--- src/rtl/rf_writeback_queue.sv ---
// rtl/rf_writeback_queue.sv - in-order write-back queue feeding the register-file write port
// Merges ALU and load results, commits one per cycle and forwards pending values to decode.
module rf_writeback_queue #(
  parameter int DW    = 8,
  parameter int AW    = 3,
  parameter int DEPTH = 4
) (
  input  logic                     clk,
  input  logic                     rst_n,
  input  logic                     alu_valid,
  output logic                     alu_ready,
  input  logic [AW-1:0]            alu_rd,
  input  logic [DW-1:0]            alu_data,
  input  logic                     ld_valid,
  output logic                     ld_ready,
  input  logic [AW-1:0]            ld_rd,
  input  logic [DW-1:0]            ld_data,
  output logic                     rf_wen,
  output logic [AW-1:0]            rf_rd,
  output logic [DW-1:0]            rf_din,
  input  logic [AW-1:0]            fwd_rs1,
  input  logic [AW-1:0]            fwd_rs2,
  output logic                     fwd1_hit,
  output logic                     fwd2_hit,
  output logic [DW-1:0]            fwd1_data,
  output logic [DW-1:0]            fwd2_data,
  output logic [$clog2(DEPTH):0]   pending_cnt
);

  localparam int PW = $clog2(DEPTH);
  localparam int CW = PW + 1;

  logic [AW-1:0] r_rd_q   [DEPTH];
  logic [DW-1:0] r_data_q [DEPTH];
  logic [PW-1:0] r_head;
  logic [PW-1:0] r_tail;
  logic [CW-1:0] r_cnt;
  logic          r_wen;
  logic [AW-1:0] r_rd;
  logic [DW-1:0] r_din;

  logic          w_pop;
  logic [CW:0]   w_avail;
  logic [CW:0]   w_ld_need;
  logic          w_alu_acc;
  logic          w_ld_acc;
  logic          w_enq0_v;
  logic [AW-1:0] w_enq0_rd;
  logic [DW-1:0] w_enq0_data;
  logic          w_enq1_v;
  logic [PW-1:0] w_tail1;
  logic [PW-1:0] w_tail_next;
  logic [CW-1:0] w_cnt_next;

  assign w_pop     = (r_cnt != '0);
  assign w_avail   = (CW+1)'(DEPTH) - {1'b0, r_cnt} + {{CW{1'b0}}, w_pop};
  assign alu_ready = (w_avail != '0);
  assign w_alu_acc = alu_valid & alu_ready;
  // A same-cycle ALU acceptance consumes one slot before the load is considered.
  assign w_ld_need = w_alu_acc ? (CW+1)'(2) : (CW+1)'(1);
  assign ld_ready  = (w_avail >= w_ld_need);
  assign w_ld_acc  = ld_valid & ld_ready;

  // Results not taken by the bypass path are appended ALU first, then load.
  always_comb begin
    w_enq0_v    = 1'b0;
    w_enq0_rd   = alu_rd;
    w_enq0_data = alu_data;
    w_enq1_v    = 1'b0;
    if (w_pop) begin
      if (w_alu_acc) begin
        w_enq0_v = 1'b1;
        w_enq1_v = w_ld_acc;
      end else if (w_ld_acc) begin
        w_enq0_v    = 1'b1;
        w_enq0_rd   = ld_rd;
        w_enq0_data = ld_data;
      end
    end else if (w_alu_acc && w_ld_acc) begin
      w_enq0_v    = 1'b1;
      w_enq0_rd   = ld_rd;
      w_enq0_data = ld_data;
    end
  end

  assign w_tail1     = r_tail + 1'b1;
  assign w_tail_next = r_tail + PW'(w_enq0_v) + PW'(w_enq1_v);
  assign w_cnt_next  = r_cnt + CW'(w_enq0_v) + CW'(w_enq1_v) - CW'(w_pop);

  always_ff @(posedge clk or negedge rst_n) begin
    if (!rst_n) begin
      for (int i = 0; i < DEPTH; i++) begin
        r_rd_q[i]   <= '0;
        r_data_q[i] <= '0;
      end
      r_head <= '0;
      r_tail <= '0;
      r_cnt  <= '0;
      r_wen  <= 1'b0;
      r_rd   <= '0;
      r_din  <= '0;
    end else begin
      if (w_pop) begin
        r_wen  <= 1'b1;
        r_rd   <= r_rd_q[r_head];
        r_din  <= r_data_q[r_head];
        r_head <= r_head + 1'b1;
      end else if (w_alu_acc) begin
        r_wen <= 1'b1;
        r_rd  <= alu_rd;
        r_din <= alu_data;
      end else if (w_ld_acc) begin
        r_wen <= 1'b1;
        r_rd  <= ld_rd;
        r_din <= ld_data;
      end else begin
        r_wen <= 1'b0;
      end
      if (w_enq0_v) begin
        r_rd_q[r_tail]   <= w_enq0_rd;
        r_data_q[r_tail] <= w_enq0_data;
      end
      if (w_enq1_v) begin
        r_rd_q[w_tail1]   <= ld_rd;
        r_data_q[w_tail1] <= ld_data;
      end
      r_tail <= w_tail_next;
      r_cnt  <= w_cnt_next;
    end
  end

  // Port stage is the oldest candidate; queue entries scanned oldest to youngest so the youngest match wins.
  always_comb begin
    logic [PW-1:0] idx;
    idx       = r_head;
    fwd1_hit  = r_wen && (r_rd == fwd_rs1);
    fwd1_data = fwd1_hit ? r_din : '0;
    fwd2_hit  = r_wen && (r_rd == fwd_rs2);
    fwd2_data = fwd2_hit ? r_din : '0;
    for (int i = 0; i < DEPTH; i++) begin
      idx = r_head + PW'(i);
      if ((CW'(i) < r_cnt) && (r_rd_q[idx] == fwd_rs1)) begin
        fwd1_hit  = 1'b1;
        fwd1_data = r_data_q[idx];
      end
      if ((CW'(i) < r_cnt) && (r_rd_q[idx] == fwd_rs2)) begin
        fwd2_hit  = 1'b1;
        fwd2_data = r_data_q[idx];
      end
    end
  end

  assign rf_wen      = r_wen;
  assign rf_rd       = r_rd;
  assign rf_din      = r_din;
  assign pending_cnt = r_cnt;

endmodule

--- config.mk ---
export PLATFORM = sky130hd
export DESIGN_NAME = rf_writeback_queue
export DESIGN_NICKNAME = d
export VERILOG_FILES = /design/src/rtl/rf_writeback_queue.sv
export SDC_FILE = /design/constraint.sdc
export NUM_CORES = 1
export LEC_CHECK = 0
export ABC_CLOCK_PERIOD_IN_PS = 12500
export CAP_MARGIN = 10
export CORE_ASPECT_RATIO = 0.7
export CORE_MARGIN = 2
export CORE_UTILIZATION = 45
export DETAILED_ROUTE_END_ITERATION = 12
export PLACE_DENSITY = 0.67
export SLEW_MARGIN = 20
export SYNTH_ARGS = -nofsm -noshare
export SYNTH_HDL_FRONTEND = slang
export SYNTH_SLANG_ARGS = --single-unit
--- constraint.sdc ---
create_clock -name clk -period 12.5 [get_ports clk]
set_clock_uncertainty 0.15 [all_clocks]
set_input_delay 1.875 -clock clk [delete_from_list [all_inputs] [get_ports clk]]
set_output_delay 1.875 -clock clk [all_outputs]
set_load 0.005 [all_outputs]
==> summary.md, run 1 <==
| Metric | Value |
|---|---|
| Final HPWL DP | 13500 µm |
| Most common cell after layout, fill and taps aside | clkdlybuf4s50_1 |
| Synth Area in Simple Gates | 15.1% |
| Routability Congestion | 0.938 |
| Routed WL | 18300 µm |
| Tot GR Track Use | 28.2% |
| Post-synthesis sequential area ratio | 28.1% |
| Post-route DRC | 0 |
| Ant diodes | 0 |
| Fill count | 1112 |
| Crit path DAT | 5.56 ns |
| Max-Cap Viols | 0 |
| YS warnings | 0 |
| Slew margin rel. | 32.0% |
| CTS Buf Count | 9 |
| Vias in the first global route | 4995 |
| Final min period | 7.59 ns |
| Largest net degree at the start of global routing | 64 |
| Die X | 138 µm |
| Nets | 711 |
| Initial Util | 45.7% |
| Chip Height | 97.5 µm |
| Final hold slack | 0.395 ns |
| Cells after Synth | 640 |
| Critical path launch point type | flip-flop |
| Drt wl/cell | 21.9 µm |
| Row Count | 34 |
| Fmax | 132 MHz |
| Drt first pass iters | 5 |
| Core area | 12300 µm² |
| Post-synthesis adder-cell area fraction | 2.81% |
| Post-synth top area cell | dfrtp_1 |
| Worst path required time | 10.47 ns |
| Global route overflow | 0 |
| Post-synthesis mux area share | 13.5% |
| Area delta synth->final | 16.9% |
| H-tree level count | 3 |
| Hold Path Class | reg -> reg |
| # port buffers | 66 |
| Yosys top cell area share | 28.1% |
| Static leakage | 2.63 nW |
| Sink Count | 63 |
| Syn Area/Cell | 8.77 µm² |
| Worst-path fanout max | 25 |
| Commonest cells after routing, fill and taps aside | 65 x clkdlybuf4s50_1, 64 x nand2_1, 61 x dfrtp_1 |
| Crit end category | output port |
| Post-DRT Antenna Nets | 0 |
| Fin. Hold Viols | 0 |
| Slew at the pin closest to its max-slew limit | 1.02 ns |
| DR iter-0 viols | 624 |
| Global-route wire length before repair | 28800 µm |
| Xor/xnor share of the synthesized area | 5.61% |
| Reg2reg setup slack | 5.98 ns |
| Die area | 13400 µm² |
| Final setup viols | 0 |
| Post-synth ARST share | 100% |
| Antenna violations before repair | 0 |
| Via density | 6.48 |
| Complex-gate fraction of the synthesized area | 27.3% |
| Post-Syn Nets | 682 |
| Final Slew Violations | 0 |
| Postcts setup bufs | 0 |
| CTS clock-pin slew for the worst setup and hold paths | 0.05 ns |
| Root buf cell | clkbuf_16 |
| Worst IR drop on VDD | 182 µV |
| Kind of critical path | reg -> out |
| RSZ-0062 raised after global routing | false |
| Period Utilization, post-route | 60.7% |
| CTS tree | yes |
| Pwr per Cell Area | 350 nW/µm² |
| Clock Path Buffers | 2 |
| Post-CTS sizing | 0 |
| Total Power | 2.30 mW |
| Post-synth EDFFs | 0 |
| Largest cells by area after synthesis | dfrtp_1 28%, o211ai_1 7.4%, mux4_2 7.2% |
| Main combinational cell family by area after synthesis | compound AO/OA/AOI/OAI gates |
| Prevailing post-synth register cell | dfrtp_1 |
| Layout cell share with drive strength beyond 1 | 14.1% |
| Vias | 5420 |
| I/O pins | 67 |
| Library cells used by synthesis | 55 |
| Worst-Skew Late Latency | 0.33 ns |
| Setup tns final | 0 ns |
| Post-synthesis register bit count | 63 |
| Mapped cell area | 5620 µm² |
| # hold bufs at CTS | 0 |
| Outcome | finished clean |
-- Yosys cell counts, drive strengths merged (2+ instances only) --
| cell | instances |
|---|---|
| clkbuf | 36 |
| nand2 | 64 |
| nor3 | 6 |
| o211a | 2 |
| mux2 | 10 |
| a211oi | 7 |
| nand4b | 2 |
| ha | 7 |
| a221oi | 16 |
| o31a | 2 |
| mux2i | 24 |
| nand4 | 7 |
| and3 | 8 |
| buf | 20 |
| or2 | 2 |
| or4 | 2 |
| dfrtp | 63 |
| mux4 | 18 |
| fa | 3 |
| a221o | 22 |
| nor2b | 9 |
| o21a | 2 |
| xnor2 | 27 |
| nand3 | 15 |
| xor2 | 9 |
| o21ai | 63 |
| a21oi | 19 |
| inv | 42 |
| nor2 | 49 |
| nand2b | 10 |
| a31oi | 7 |
| o211ai | 55 |
-- cell families after synthesis --
kind of cell	after synthesis
buffers and inverters	98
xor gates and xnor gates	36
and+or+nand+nor	178
DFF	63
AOI/OAI and AO/OA	202
muxes	52
adders and majority gates	11
-- flip-flops by register name, indices dropped and copies added, names as in the netlist --
register and count:
pending_cnt 3, r_data_q 32, r_head 2, r_rd_q 12, r_tail 2, rf_din 8, rf_rd 3, rf_wen 1
-- critical path: stages (launching register included) --
cell and delay [ns]:
dfrtp_1 0.46, inv_1 0.13, nand3_1 0.61, inv_1 0.65
ha_1 0.26, inv_1 0.04, ha_1 0.29, nor2b_1 0.14
a21boi_1 0.80, nor2_2 0.14, inv_2 0.28, ha_1 0.29
nand2b_1 0.16, a221oi_1 0.44, inv_1 0.08, clkdlybuf4s50_1 0.45
-- power by group --
part           internal (mW)  switching [mW]
clock                  0.147          0.0979
combinational          0.753           0.830
sequential             0.305           0.165
-- path summary, 6_finish.rpt --
kind	cells after the start	start	end
hold reg to reg	1	r_data_q[7]$_DFF_PN0_	r_data_q[7]$_DFF_PN0_
max in group asynchronous	2	rst_n	r_head[1]$_DFFE_PN0P_
setup reg to reg	18	pending_cnt[2]$_DFF_PN0_	r_data_q[8]$_DFF_PN0_
setup / recovery	15	pending_cnt[2]$_DFF_PN0_	ld_ready
min in group asynchronous	2	rst_n	r_data_q[18]$_DFF_PN0_
hold / removal	1	r_data_q[7]$_DFF_PN0_	r_data_q[7]$_DFF_PN0_
-- metal layers --
metal,up-vias,global-route usage [%],share of wire [%]
met1,2670,45.4,48
met3,18,8.82,13
met4,0,6.42,0.98
li1,2416,-,-
met2,316,35.9,39
met5,-,0,0
-- area by class of cell --
class / instances / area [µm²] / share of cell area, %
flip-flops and latches: 63 / 1580 / 24.1
well taps: 162 / 203 / 3.09
repair buffers: 74 / 716 / 10.9
clock buffers: 11 / 253 / 3.85
multi-input cells: 479 / 3620 / 55.1
clock inverters: 5 / 40.0 / 0.610
inverters: 42 / 158 / 2.40
-- metrics by stage --
stage          utilization (%)  worst slack (ns)  cells  instance area (µm²)
6_report                  53.4              4.91    836                 6560
5_1_grt                   53.4              4.32    836                 6560
4_1_cts                   53.3              4.95    836                 6560
3_5_place_dp              51.0              5.32    820                 6260
3_3_place_gp              51.0              5.63    820                 6260
2_1_floorplan                -              6.97    640                 5620
(Power assumes the default switching activity.)
==> run 2, diff against run 1 <==
ABC_CLOCK_PERIOD_IN_PS = 7300   (was 12500)
clock period = 7.3 ns   (was 12.5 ns; I/O delays follow)
==> summary.md, run 2 (same netlist as run 1, synthesis figures left out) <==
| Metric | Value |
|---|---|
| Outcome | finished clean |
| Routability Congestion | 0.863 (-8.0%) |
| Commonest cells after routing, fill and taps aside | 65 x clkdlybuf4s50_1, 64 x nand2_1, 61 x dfrtp_1 |
| # port buffers | 66 (unchanged) |
| Ant diodes | 0 (unchanged) |
| Critical-path cell list | inv_1 -> nand3_1 -> buf_4 -> inv_1 -> ha_1 -> inv_1 -> ha_1 -> nor2b_1 -> a21boi_1 -> nor2_2 -> inv_2 -> ha_1 -> nand2b_1 -> a221oi_1 -> nand2b_1 -> maj3_1 -> o31ai_1 -> buf_4 -> a221o_1 |
| I/O pins | 67 (unchanged) |
| Pwr per Cell Area | 598 nW/µm² (+71%) |
| Drt wl/cell | 21.4 µm (-2.0%) |
| Slew margin rel. | 26.7% (-5.3 points) |
| Max-Cap Viols | 0 (unchanged) |
| Row Count | 34 (unchanged) |
| # hold bufs at CTS | 0 (unchanged) |
| Worst IR drop on VDD | 331 µV (+83%) |
| Postcts setup bufs | 0 (unchanged) |
| Period Utilization, post-route | 84.4% |
| Largest net degree at the start of global routing | 64 (unchanged) |
| Slew at the pin closest to its max-slew limit | 1.10 ns (+0.0809 ns) |
| Hold Path Class | reg -> reg |
| Kind of critical path | reg -> reg |
| Worst-Skew Late Latency | 0.34 ns (about the same) |
| CP max stage delay | 0.89 ns (+0.09 ns) |
| Nets | 711 (unchanged) |
| Cell area after placement | 6260 µm² (unchanged) |
| Worst Slack Setup Final | 1.14 ns (-3.77 ns) |
| Antenna violations before repair | 0 (unchanged) |
| Final HPWL DP | 13600 µm (+1.1%) |
| Root buf cell | clkbuf_16 |
| Die area | 13400 µm² (unchanged) |
| Final setup viols | 0 (unchanged) |
| Vias | 5391 (-0.54%) |
| Setup tns final | 0 ns (unchanged) |
| Worst path required time | 7.37 ns (-3.10 ns) |
| Global route overflow | 0 (unchanged) |
| RR Endpoint | r_data_q[6]$_DFF_PN0_ |
| FF-to-FF path depth | 19 (+1) |
| Worst-path fanout max | 29 (+16%) |
| Critical path launch point type | flip-flop |
| Final Slew Violations | 0 (unchanged) |
| Global-route wire length before repair | 28000 µm (-2.7%) |
| Fmax | 162 MHz |
| Post-DRT Antenna Nets | 0 (unchanged) |
| Layout cell share with drive strength beyond 1 | 13.8% (-0.30 points) |
| Final min period | 6.16 ns |
| Crit path DAT | 6.22 ns (+0.66 ns) |
| Hold Path Depth | 1 (unchanged) |
| H-tree level count | 3 (unchanged) |
| Most common cell after layout, fill and taps aside | clkdlybuf4s50_1 |
| Pre-CTS setup slack | 1.25 ns (-4.07 ns) |
| Post-route DRC | 0 (unchanged) |
| Critical Path Sink | r_data_q[6]$_DFF_PN0_ |
| Area delta synth->final | 17.0% (about the same) |
| Routed WL | 17900 µm (-2.0%) |
| CTS tree | yes |
| Reg2reg setup slack | 1.14 ns (-4.84 ns) |
| Drt first pass iters | 5 (unchanged) |
| Critical Path Start | pending_cnt[2]$_DFF_PN0_ |
| Via density | 6.45 (-0.54%) |
| Static leakage | 2.62 nW (-0.24%) |
| Fin. Hold Viols | 0 (unchanged) |
| Hold path startpoint | r_data_q[7]$_DFF_PN0_ |
| DR iter-0 viols | 498 (-20%) |
| Critical Path Slowest Stage Cell | maj3_1 |
| Worst R2R Start | pending_cnt[2]$_DFF_PN0_ |
| Chip Height | 97.5 µm (unchanged) |
| Final instance area | 6570 µm² (about the same) |
| Die X | 138 µm (unchanged) |
| RSZ-0062 raised after global routing | false |
| CTS clock-pin slew for the worst setup and hold paths | 0.06 ns (about the same) |
| Sink Count | 63 (unchanged) |
| Clock Path Buffers | 2 (unchanged) |
| Vias in the first global route | 4880 (-2.3%) |
| Post-CTS sizing | 0 (unchanged) |
| Number of flip-flops in the largest register | 32 (unchanged) |
| Tot GR Track Use | 27.4% (-0.81 points) |
| Initial Util | 45.7% (unchanged) |
| Core area | 12300 µm² (unchanged) |
| Top reg by flops | r_data_q |
| Total Power | 3.93 mW (+71%) |
| Crit end category | flip-flop |
| CTS Buf Count | 9 (unchanged) |
## run 2: final cells by class
class                      instances  area [µm²]
timing repair buffer              74         716
clock buffer                       9         225
fill                            1081        5720
clock inverter                     7        80.1
multi-input combinational        479        3610
inverter                          42         158
sequential                        63        1580
tap                              162         203
## run 2: layer usage
metal	wire length (µm)	vias up	GRT usage [%]
met5	0	-	0
li1	-	2420	-
met3	2200	15	6.62
met4	155	0	5.00
met2	7010	320	35.7
met1	8570	2636	45.1
## run 2: critical path: cells and delay by family (launching register included)
| family | cells | cell delay (ns) |
|---|---|---|
| adders and majority gates | 4 | 1.70 |
| buffers and inverters | 6 | 1.23 |
| and+or+nand+nor | 5 | 0.70 |
| DFF | 1 | 0.46 |
| AOI/OAI and AO/OA | 4 | 1.79 |
## run 2: how the worst min path moves through the flow
stage                             end  slack, ns
2_1_floorplan  r_data_q[14]$_DFF_PN0_       0.34
6_report        r_data_q[7]$_DFF_PN0_       0.40
4_1_cts         r_data_q[7]$_DFF_PN0_       0.39
5_1_grt         r_data_q[7]$_DFF_PN0_       0.44
3_3_place_gp    r_data_q[7]$_DFF_PN0_       0.37
3_5_place_dp    r_data_q[7]$_DFF_PN0_       0.38
## run 2: report_power, final
group	internal [mW]	switching, mW
Clock	0.268	0.178
Sequential	0.522	0.344
Combinational	1.29	1.33
Total	2.08	1.85
## run 2: metrics by stage
step                      hold slack, ns  utilization, %  std cells
after floorplan                    0.344               -        640
after global placement             0.371            51.0        820
after detailed placement           0.381            51.0        820
after CTS                          0.393            53.4        836
after global routing               0.437            53.4        836
final                              0.397            53.4        836
